**src/rtl/plic_pkg.sv**
```systemverilog
// Shared types and helpers for the PLIC gateway array.
package plic_pkg;

    typedef enum logic [1:0] {
        GW_IDLE    = 2'd0,
        GW_PENDING = 2'd1,
        GW_CLAIMED = 2'd2
    } gw_state_e;

    localparam int GW_NO_ID = 0;

    function automatic int id_width(input int sources);
        return $clog2(sources + 1);
    endfunction

endpackage

```
**src/rtl/plic_gateway_cell.sv**
```systemverilog
// One interrupt gateway: request FSM, src history, saturating edge counter.
// Optional 2-flop src synchroniser when PLIC_GW_SYNC_EN is defined.
module plic_gateway_cell
    import plic_pkg::*;
#(
    parameter int MAX_PENDING_COUNT = 4
) (
    input  logic h_clk,
    input  logic h_rst,
    input  logic src,
    input  logic edge_mode,
    input  logic claim,
    input  logic complete,
    output logic ip,
    output logic busy
);

    localparam int CNT_W = (MAX_PENDING_COUNT > 0) ? $clog2(MAX_PENDING_COUNT + 1) : 1;
    localparam logic [CNT_W-1:0] CNT_MAX = CNT_W'(MAX_PENDING_COUNT);

    logic             src_s;
    logic             src_d;
    logic             mode_q;
    logic             mode_eff;
    logic             rise;
    logic             req;
    logic             cnt_full;
    logic             cnt_nz;
    logic [CNT_W-1:0] cnt;
    logic [CNT_W-1:0] cnt_nx;
    gw_state_e        state;
    gw_state_e        state_nx;

`ifdef PLIC_GW_SYNC_EN
    logic [1:0] sync_q;

    always_ff @(posedge h_clk) begin
        if (h_rst) begin
            sync_q <= '0;
        end else begin
            sync_q <= {sync_q[0], src};
        end
    end

    assign src_s = sync_q[1];
`else
    assign src_s = src;
`endif

    // Mode is frozen while busy; a new edge_mode value only applies from IDLE.
    assign mode_eff = (state == GW_IDLE) ? edge_mode : mode_q;
    assign rise     = src_s & ~src_d;
    assign req      = mode_eff ? rise : src_s;
    assign cnt_full = (cnt == CNT_MAX);
    assign cnt_nz   = (cnt != '0);

    always_comb begin
        state_nx = state;
        cnt_nx   = cnt;
        case (state)
            GW_IDLE: begin
                if (req) state_nx = GW_PENDING;
            end
            GW_PENDING: begin
                if (claim) state_nx = GW_CLAIMED;
                if (mode_eff && rise && !cnt_full) cnt_nx = cnt + 1'b1;
            end
            GW_CLAIMED: begin
                if (complete) begin
                    if (mode_eff) begin
                        // A fresh edge re-arms by itself; otherwise one queued edge is consumed.
                        state_nx = (cnt_nz || rise) ? GW_PENDING : GW_IDLE;
                        if (cnt_nz && !rise) cnt_nx = cnt - 1'b1;
                    end else begin
                        state_nx = src_s ? GW_PENDING : GW_IDLE;
                    end
                end else if (mode_eff && rise && !cnt_full) begin
                    cnt_nx = cnt + 1'b1;
                end
            end
            default: state_nx = GW_IDLE;
        endcase
        if (!mode_eff) cnt_nx = '0;
    end

    always_ff @(posedge h_clk) begin
        if (h_rst) begin
            state  <= GW_IDLE;
            cnt    <= '0;
            src_d  <= 1'b0;
            mode_q <= 1'b0;
        end else begin
            state <= state_nx;
            cnt   <= cnt_nx;
            src_d <= src_s;
            if (state == GW_IDLE) mode_q <= edge_mode;
        end
    end

    assign ip   = (state == GW_PENDING);
    assign busy = (state != GW_IDLE);

endmodule

```
**src/rtl/plic_gateway.sv**
```systemverilog
// PLIC interrupt gateway array: one gateway cell per source, claim/complete ID decode.
// Define PLIC_GW_SYNC_EN to synchronise src inside each cell (3-cycle request latency).
module plic_gateway
    import plic_pkg::*;
#(
    parameter int SOURCES           = 8,
    parameter int MAX_PENDING_COUNT = 4,
    parameter int ID_W              = id_width(SOURCES)
) (
    input  logic               h_clk,
    input  logic               h_rst,
    input  logic [SOURCES-1:0] src,
    input  logic [SOURCES-1:0] edge_mode,
    output logic [SOURCES-1:0] ip,
    input  logic               claim_valid,
    input  logic [ID_W-1:0]    claim_id,
    input  logic               complete_valid,
    input  logic [ID_W-1:0]    complete_id,
    output logic [SOURCES-1:0] busy
);

    logic [SOURCES-1:0] claim_hit;
    logic [SOURCES-1:0] complete_hit;

    // Source bit i answers to ID i+1; ID 0 and IDs above SOURCES match nothing.
    for (genvar i = 0; i < SOURCES; i++) begin : g_cell
        assign claim_hit[i]    = claim_valid && (claim_id != ID_W'(GW_NO_ID))
                                 && (claim_id == ID_W'(i + 1));
        assign complete_hit[i] = complete_valid && (complete_id != ID_W'(GW_NO_ID))
                                 && (complete_id == ID_W'(i + 1));

        plic_gateway_cell #(
            .MAX_PENDING_COUNT(MAX_PENDING_COUNT)
        ) u_cell (
            .h_clk    (h_clk),
            .h_rst    (h_rst),
            .src      (src[i]),
            .edge_mode(edge_mode[i]),
            .claim    (claim_hit[i]),
            .complete (complete_hit[i]),
            .ip       (ip[i]),
            .busy     (busy[i])
        );
    end

endmodule

```
**config.mk**
```make
export PLATFORM = sky130hd
export DESIGN_NAME = plic_gateway
export DESIGN_NICKNAME = d
export VERILOG_FILES = /design/src/rtl/plic_pkg.sv /design/src/rtl/plic_gateway_cell.sv /design/src/rtl/plic_gateway.sv
export SDC_FILE = /design/constraint.sdc
export NUM_CORES = 1
export LEC_CHECK = 0
export CAP_MARGIN = 30
export CORE_ASPECT_RATIO = 0.75
export CORE_MARGIN = 4
export CORE_UTILIZATION = 40
export CTS_CLUSTER_DIAMETER = 120
export DETAILED_ROUTE_END_ITERATION = 10
export PLACE_DENSITY_LB_ADDON = 0.15
export SLEW_MARGIN = 20
export SYNTH_ARGS = -nofsm -noshare
export SYNTH_HDL_FRONTEND = slang
export SYNTH_HIERARCHICAL = 1
export SYNTH_SLANG_ARGS = --single-unit
```
**constraint.sdc**
```tcl
create_clock -name h_clk -period 2.3 [get_ports h_clk]
set_clock_uncertainty 0.05 [all_clocks]
set_input_delay 0.23 -clock h_clk [delete_from_list [all_inputs] [get_ports h_clk]]
set_output_delay 0.23 -clock h_clk [all_outputs]
set_load 0.005 [all_outputs]
```
# Word-level counts from Yosys, hierarchy flattened
# Cells that the tools add are included.
# totals
register_bits	56
inputBits	28
out_inout_bits	16
elab_cells	372
# op_classes
n_addsub	16
eq_ne	72
mux	104
bitwise_logic	24
reduce_logical	124
# ops
cell	count
$mux 3	24
$mux 2	32
$ne 2x1->1 const B	24
$pmux 2 s3	8
$pmux 3 s2	8
$logic_and 1x1->1	42
$eq 4x3->1 const B	8
$mux 1	32
$reduce_bool 2->1	16
$add 3x1->3 const B	8
$eq 3x3->1 const B	8
$ne 3x3->1 const B	8
$reduce_and 3->1	8
$reduce_bool 3->1	8
$sub 3x1->3 const B	8
$eq 2x1->1 const B	8
$eq 2x2->1 const B	8
$eq 4x2->1 const B	4
$logic_not 1->1	16
$logic_not 2->1	8
$not 1->1	16
$reduce_and 2->1	8
$reduce_or 2->1	8
$and 1x1->1	8
other kinds (4)	14

# Logic depth before layout (Yosys ltp)
# Gate-level depths: netlist (run 1).
# depth
ltp_word	7
depth_mapped	7
mapped_depth_nobuf	7

# Cells and area by module
# The synthesis (run 1) kept the hierarchy.
# by_module_without_submodules
mod	n_inst	cells_per_inst	area_each_um2	seq_area_each_um2
plic_gateway_cell	8	54	474.2	140.1
plic_gateway	1	28	142.6	0.0

# Least setup slack after synthesis (run 1)
# Ideal clock, no wire load.
# synth_path
kind	register -> register
startpoint	register g_cell[0].u_cell.cnt[1]
endpoint	register g_cell[0].u_cell.cnt[2]
setup_ps	72
t_arrival_ps	1779
required_ps	2178
path_slack_ps	399
stages_incl_launch_ff	8
path_buffers	0
synth_period_minus_slack_ps	1901
cell_sequence	dfxtp_1 > inv_1 > ha_1 > a21bo_1 > or3_4 > a211o_1 > a21oi_2 > mux2i_1
# synth_via
elab_chain_cells	6
elab_cells_between_ends	13
cone_classes	add/sub: 2; eq/ne: 2; mux: 4; reduce/logical: 5
# synth_lines
element	line_no	text
start: declaration	plic_gateway_cell.sv:29	logic [CNT_W-1:0] cnt;
start signal: assignment	plic_gateway_cell.sv:94	cnt <= cnt_nx;
parallel branches: the longest is 6 deep, another holds $add 3x1->3	--	
# Parallel ways; which one is timed is not known. The select of a mux whose other input is x is not followed.
# A chain may end at the register's enable or synchronous reset.

# Worst setup path after layout (run 1)
# layout_path
startpoint	register g_cell[1].u_cell.cnt[1]
endpoint	register g_cell[1].u_cell.cnt[2]
# layout_via
elab_chain_cells	6
elab_cells_between_ends	13
cone_classes	add/sub: 2; eq/ne: 2; mux: 4; reduce/logical: 5
# layout_lines
element	line_no
start: declaration	plic_gateway_cell.sv:29
start signal: assignment	plic_gateway_cell.sv:94
parallel branches: the longest is 6 deep, another holds $add 3x1->3	--
# Parallel ways; which one is timed is not known. The select of a mux whose other input is x is not followed.

==> results of run 1 <==
==> cells in the mapped netlist <==
cell / instances / share of area (%)
sky130_fd_sc_hd__o22a_1: 8 / 1.8
sky130_fd_sc_hd__xnor2_1: 8 / 1.8
sky130_fd_sc_hd__or3_2: 16 / 3.1
sky130_fd_sc_hd__nand2b_1: 28 / 4.5
sky130_fd_sc_hd__nand4b_1: 8 / 1.8
sky130_fd_sc_hd__o21bai_1: 8 / 1.5
sky130_fd_sc_hd__nand2_1: 27 / 2.6
sky130_fd_sc_hd__nand3_1: 16 / 2.0
sky130_fd_sc_hd__nor3b_2: 8 / 2.5
sky130_fd_sc_hd__ha_1: 24 / 7.6
sky130_fd_sc_hd__nor4_1: 1 / 0.16
sky130_fd_sc_hd__or3_4: 8 / 2.3
sky130_fd_sc_hd__nand3b_1: 11 / 2.1
sky130_fd_sc_hd__a21bo_1: 8 / 2.0
sky130_fd_sc_hd__a21oi_2: 8 / 1.8
sky130_fd_sc_hd__a211o_1: 8 / 1.8
sky130_fd_sc_hd__mux2i_1: 24 / 6.1
sky130_fd_sc_hd__nor3_1: 3 / 0.38
sky130_fd_sc_hd__dfxtp_1: 56 / 28
sky130_fd_sc_hd__and3_2: 8 / 1.5
sky130_fd_sc_hd__nor2b_1: 8 / 1.3
sky130_fd_sc_hd__o41ai_1: 8 / 1.8
sky130_fd_sc_hd__a211oi_1: 8 / 1.5
sky130_fd_sc_hd__a21oi_1: 32 / 4.1
sky130_fd_sc_hd__or3b_1: 2 / 0.45
sky130_fd_sc_hd__nand2b_4: 8 / 2.8
sky130_fd_sc_hd__o311ai_0: 8 / 1.8
sky130_fd_sc_hd__nor2_1: 36 / 3.4
sky130_fd_sc_hd__inv_1: 56 / 5.3
sky130_fd_sc_hd__a2bb2oi_1: 8 / 1.8
==> routing by layer <==
layer	share of wire (%)	vias to the layer above	global-route usage, %	wire length [um]
met4	0.57	0	2.52	50
met3	4.5	5	3.49	400
met2	43	47	25.9	3830
met1	52	1573	23.0	4550
li1	-	1769	-	-
met5	0	-	0	0
==> stage by stage <==
stage	hold WS [ps]	TNS (ps)	total power, mW	instance area, um^2
4_1_cts	441	0	2.24	4800
2_1_floorplan	249	0	1.27	3940
3_3_place_gp	419	-25.2	1.44	4650
3_5_place_dp	431	-191	1.45	4650
6_report	434	0	2.20	4800
5_1_grt	469	0	2.32	4800
==> worst min-delay path, cell delays in order (launching register included) <==
cell and delay [ps]:
sky130_fd_sc_hd__dfxtp_1 330, sky130_fd_sc_hd__nand2_1 60, sky130_fd_sc_hd__mux2i_1 50
==> power by group through the flow <==
stage	registers, mW	logic [mW]	clock network [mW]
floorplan	1.05	0.215	0
global placement	1.06	0.381	0
detailed placement	1.06	0.384	0
CTS	1.04	0.386	0.818
global route	1.05	0.426	0.844
finish	1.04	0.385	0.777
==> registers in the layout, indices dropped and copies added (netlist names) <==
register / flops
g_cell.u_cell/mode_q: 8
g_cell.u_cell/state: 16
g_cell.u_cell/src_d: 8
g_cell.u_cell/cnt: 24
==> final cells by class <==
| class | instances | share of cell area [%] |
|---|---|---|
| Timing Repair Buffer | 57 | 11.4 |
| Clock inverter | 2 | 0.209 |
| Multi-Input combinational cell | 348 | 54.3 |
| Sequential cell | 56 | 23.4 |
| Clock buffer | 6 | 2.89 |
| Inverter | 56 | 4.38 |
| Tap cell | 132 | 3.44 |
==> cells by family (layout without fill, tap and decap cells) <==
kind of cell    Yosys count  in the layout
compound gates          104            104
xor+xnor                  8              8
fa+ha+maj                24             24
buf+inv                  56            121
flops                    56             56
mux                      24             24
simple gates            188            188
==> how the worst max path moves through the flow <==
stage                     slack, ps                      end                    start  cells past startpoint
after floorplan                 400  g_cell[0].u_cell/cnt[2]  g_cell[0].u_cell/cnt[1]                      7
final                           200  g_cell[1].u_cell/cnt[2]  g_cell[1].u_cell/cnt[1]                      7
after detailed placement        -90  g_cell[7].u_cell/cnt[2]           complete_id[0]                      7
after global routing             20  g_cell[4].u_cell/cnt[2]  g_cell[4].u_cell/cnt[1]                      7
after global placement          -30  g_cell[7].u_cell/cnt[2]           complete_id[0]                      7
after CTS                       180  g_cell[4].u_cell/cnt[2]  g_cell[4].u_cell/cnt[1]                      7
==> flow_summary.json, run 1 <==
{
  "timing_max_transition_violations_final": 0,
  "ios": 44,
  "area_delta_synth_final_pct": 21.9,
  "worstPathCellList": "inv_1, ha_1, a21bo_1, or3_4, a211o_1, a21oi_2, mux2i_1",
  "synth.yosys.seq_area_share_pct": 28.5,
  "numCtsBuffers": 5,
  "ys_seq_elements": 56,
  "reg2regPathDepth": 7,
  "vdd_ir_drop_max_mv": 0.284,
  "filler_cell_count": 954,
  "timing.max_slew.rel_slack_pct": 66.1,
  "yosys_warnings": 6,
  "place.port_buffers": 43,
  "globalRoute.totalOverflow": 0,
  "global_route_wire_length_before_repair_mm": 15.4,
  "wirelength_mm": 8.83,
  "worst_setup_path_start_kind": "register",
  "finalHoldViolCount": 0,
  "layout_common_cells": "sky130_fd_sc_hd__inv_1 (56), sky130_fd_sc_hd__dfxtp_1 (56), sky130_fd_sc_hd__clkdlybuf4s50_1 (43)",
  "r2r-end": "g_cell[1].u_cell/cnt[2]",
  "yosys.area_share.xor_xnor_pct": 1.78,
  "tritoncts_sink_count": 56,
  "combinationalPowerShare_pct": 17.5,
  "cts_max_path_buffers": 2,
  "cpLargestDelayFamily": "compound AO/OA/AOI/OAI gates",
  "synth.area.mux_share_pct": 6.10,
  "multi_input_area_um2": 2610,
  "drc_marker_count_from_the_first_detailed_route_iteration": 202,
  "timing.final.setup_violations": 0,
  "chipWidth_um": 123,
  "synth-adder-area-share_pct": 7.63,
  "synth.distinct_cells": 30,
  "vias": 3394,
  "nNetsFinal": 576,
  "whs_endpoint": "g_cell[6].u_cell/cnt[2]",
  "start_util_pct": 40.9,
  "routed_wire_length_per_instance_um": 13.4,
  "drv.max_cap_violation_count": 0,
  "syn_avg_cell_area_um2": 8.56,
  "setup_slack_after_placement_ps": -93.4,
  "p_seq_share_pct": 47.3,
  "grt_start_max_net_pins": 41,
  "regToRegStartpoint": "g_cell[1].u_cell/cnt[1]",
  "cellLeakagePower_nw": 1.89,
  "quantity_of_hold_fixing_buffers_added_after_cts": 0,
  "max_clock_freq_ghz": 0.476,
  "place_inst": 649,
  "cpPeakStageDelay_ps": 400,
  "design.core.area_um2": 9620,
  "number_of_rows_created_at_floorplan": 31,
  "final_critical_period_ps": 2100,
  "seq_area_um2": 1120,
  "grt_setup_unrepaired": "false",
  "post_route_cells_drive_above_1_share_pct": 14.9,
  "syn_area_um2": 3940,
  "final_critical_path_setup_slack_ps": 198,
  "critical_path.n_buffers_inverters": 1,
  "insertion_delay_ps": 290,
  "cellPowerDensity_nw_per_um2": 459,
  "globalplace.congestion": 0.854,
  "remaining_drc_errors": 0,
  "syn-instance-count": 460,
  "timing.reg2reg.setup_slack_ps": 200,
  "outcome": "finished, final reports clean",
  "finish.utilization_pct": 49.9,
  "power_frac_clock_pct": 35.3,
  "clkSlewWorstSetupHoldPaths_ps": 70,
  "synth_top_family_by_area": "simple AND/OR/NAND/NOR gates",
  "compound_gate_fraction_of_synth_area_pct": 19.8,
  "insertedDiodeCount": 0,
  "dieHeight_um": 93.9,
  "instances_no_fill": 657,
  "synth-simple-area-share_pct": 30.8,
  "min_period_over_period_pct": 91.4,
  "die-area_um2": 11500,
  "placed_wire_length_estimate_after_detailed_placement_mm": 7.07,
  "first_global_vias": 3340,
  "worst-endpoint-required_ps": 2480,
  "drt_pre_antenna_iters": 4,
  "worst-endpoint-arrival_ps": 2280,
  "cts_repair_resize_count": 0,
  "critPathMaxFanout": 5,
  "hold_path.class": "register to register",
  "clock_tree_from_tritoncts": "built",
  "cts_max_level": 2,
  "netSwitchingPower_mw": 0.560,
  "via_per_inst": 5.17,
  "clk_root_buffer_cell": "sky130_fd_sc_hd__clkbuf_16",
  "crit_slowest_cell": "sky130_fd_sc_hd__dfxtp_1",
  "ant_nets": 0,
  "switching_share_pct": 25.4,
  "number_of_antenna_violations_at_the_first_check_in_global_routing": 0,
  "internal_pwr_total_mw": 1.64,
  "worst-slew-pin-transition_ps": 504,
  "hold-path-cell-count": 2,
  "timing.setup.critical_path_class": "register to register",
  "syn-num-nets": 512,
  "post_cts_buffers": 0,
  "worst_setup_path_end_kind": "register",
  "worst_hold_startpoint": "g_cell[6].u_cell/cnt[2]",
  "grtUsageTotal_pct": 16.3
}
Power figures use the tool's default switching activity.
==> run 2: changes to the inputs <==
--- a/config.mk
+++ b/config.mk
@@ -9,6 +9,7 @@
 export CORE_ASPECT_RATIO = 0.75
 export CORE_MARGIN = 4
 export CORE_UTILIZATION = 40
+export CTS_BUF_LIST = sky130_fd_sc_hd__clkbuf_8
 export CTS_CLUSTER_DIAMETER = 120
 export DETAILED_ROUTE_END_ITERATION = 10
 export PLACE_DENSITY_LB_ADDON = 0.15
==> flow_summary.json, run 2 (synthesis gave the netlist of run 1 again) <==
{
  "outcome": "finished, final reports clean",
  "worst_setup_path_start_kind": "register",
  "hold_path.class": "register to register",
  "grt_setup_unrepaired": "false",
  "cts_max_path_buffers": 2,
  "ant_nets": 0,
  "grt_most_used_layer": "met2",
  "start_util_pct": 40.9,
  "place_inst": 649,
  "dieHeight_um": 93.9,
  "remaining_drc_errors": 0,
  "cts_max_level": 2,
  "drv.max_cap_violation_count": 0,
  "post_route_cells_drive_above_1_share_pct": 14.9,
  "grt_use_met3_pct": 3.31,
  "layout_common_cells": "sky130_fd_sc_hd__inv_1 (56), sky130_fd_sc_hd__dfxtp_1 (56), sky130_fd_sc_hd__clkdlybuf4s50_1 (43)",
  "finalHoldViolCount": 0,
  "setup_slack_after_placement_ps": -93.4,
  "routed_wire_length_per_instance_um": 13.5,
  "ios": 44,
  "post_cts_buffers": 0,
  "globalRoute.totalOverflow": 0,
  "met1_global_route_usage_pct": 23.0,
  "numCtsBuffers": 5,
  "number_of_antenna_violations_at_the_first_check_in_global_routing": 0,
  "cpLargestDelayFamily": "compound AO/OA/AOI/OAI gates",
  "clkSlewWorstSetupHoldPaths_ps": 100,
  "final_critical_path_setup_slack_ps": 190,
  "place.port_buffers": 43,
  "global_route_wire_length_before_repair_mm": 15.3,
  "worstPathCellList": "inv_1, ha_1, a21bo_1, or3_4, a211o_1, a21oi_2, mux2i_1",
  "min_period_over_period_pct": 91.7,
  "grt_start_max_net_pins": 41,
  "die-area_um2": 11500,
  "filler_cell_count": 960,
  "cellLeakagePower_nw": 1.86,
  "tritoncts_sink_count": 56,
  "placed_wire_length_estimate_after_detailed_placement_mm": 7.07,
  "insertedDiodeCount": 0,
  "nNetsFinal": 576,
  "globalplace.congestion": 0.854,
  "flip_flop_count_of_the_largest_register_all_copies_and_words_added": 24,
  "cpPeakStageDelay_ps": 410,
  "registers_with_the_most_flip_flops": "g_cell.u_cell/cnt x24, g_cell.u_cell/state x16",
  "global_route.usage.met2_pct": 25.7,
  "timing.setup.critical_path_class": "register to register",
  "vdd_ir_drop_max_mv": 0.238,
  "drt_pre_antenna_iters": 4,
  "design.core.area_um2": 9620,
  "worst-endpoint-arrival_ps": 2300,
  "grtUsageTotal_pct": 16.1,
  "register_containing_the_most_flip_flops_in_the_final_layout": "g_cell.u_cell/cnt",
  "fin_area_um2": 4740,
  "clock_tree_from_tritoncts": "built",
  "instances_no_fill": 657,
  "worst-slew-pin-transition_ps": 578,
  "insertion_delay_ps": 310,
  "wirelength_mm": 8.84,
  "chipWidth_um": 123,
  "crit_slowest_cell": "sky130_fd_sc_hd__dfxtp_1",
  "timing.max_slew.rel_slack_pct": 61.1,
  "placedInstanceArea_um2": 4650,
  "number_of_rows_created_at_floorplan": 31,
  "max_clock_freq_ghz": 0.474,
  "cts_repair_resize_count": 0,
  "timing.final.setup_violations": 0,
  "quantity_of_hold_fixing_buffers_added_after_cts": 0,
  "timing_max_transition_violations_final": 0,
  "area_delta_synth_final_pct": 20.5,
  "worst-endpoint-required_ps": 2490,
  "cellPowerDensity_nw_per_um2": 421,
  "final_critical_period_ps": 2110,
  "finish.utilization_pct": 49.3,
  "clk_root_buffer_cell": "sky130_fd_sc_hd__clkbuf_8",
  "critPathMaxFanout": 5,
  "vias": 3432,
  "via_per_inst": 5.22,
  "critical_path.n_buffers_inverters": 1,
  "first_global_vias": 3331,
  "drc_marker_count_from_the_first_detailed_route_iteration": 197,
  "worst_setup_path_end_kind": "register"
}
run 2: cell counts in the layout (fill, tap and decap cells not counted):
No cell type changed its count.
run 2: worst paths after layout:
check | from | end | slack, ps | cells after the start
worst max-delay path | g_cell[3].u_cell/cnt[1] | g_cell[3].u_cell/cnt[2] | 190 | 7
worst min-delay path | g_cell[6].u_cell/cnt[2] | g_cell[6].u_cell/cnt[2] | 440 | 2
worst min register to register | g_cell[6].u_cell/cnt[2] | g_cell[6].u_cell/cnt[2] | 440 | 2
worst max register to register | g_cell[3].u_cell/cnt[1] | g_cell[3].u_cell/cnt[2] | 190 | 7
run 2: through the flow:
stage               hold slack (ps)  power (mW)  TNS, ps
finish                          439        2.00        0
global route                    474        2.11        0
CTS                             446        2.03        0
detailed placement              431        1.45     -191
global placement                419        1.44    -25.2
floorplan                       249        1.27        0
run 2: where the power goes:
part	switching [mW]	internal, mW
clock network	0.327	0.242
logic	0.175	0.210
registers	0.0383	1.00
run 2: cell type report:
class                           count  area [um^2]  area share (%)
Multi-Input combinational cell    348         2610            54.9
Sequential cell                    56         1120            23.6
Clock inverter                      2         10.0           0.211
Clock buffer                        6         82.6            1.74
Tap cell                          132          165            3.48
Inverter                           56          210            4.43
Timing Repair Buffer               57          548            11.6
run 2: worst reg2reg max path, cell delays in order, from the launching register on:
cell and delay [ps]:
sky130_fd_sc_hd__dfxtp_1 410, sky130_fd_sc_hd__inv_1 80, sky130_fd_sc_hd__ha_1 210, sky130_fd_sc_hd__a21bo_1 230, sky130_fd_sc_hd__or3_4 380, sky130_fd_sc_hd__a211o_1 310, sky130_fd_sc_hd__a21oi_2 170, sky130_fd_sc_hd__mux2i_1 200
run 2: per-layer routing:
| layer | vias to the layer above | wire length, um |
|---|---|---|
| met4 | 0 | 47 |
| li1 | 1766 | - |
| met3 | 7 | 455 |
| met5 | - | 0 |
| met2 | 75 | 3810 |
| met1 | 1584 | 4530 |
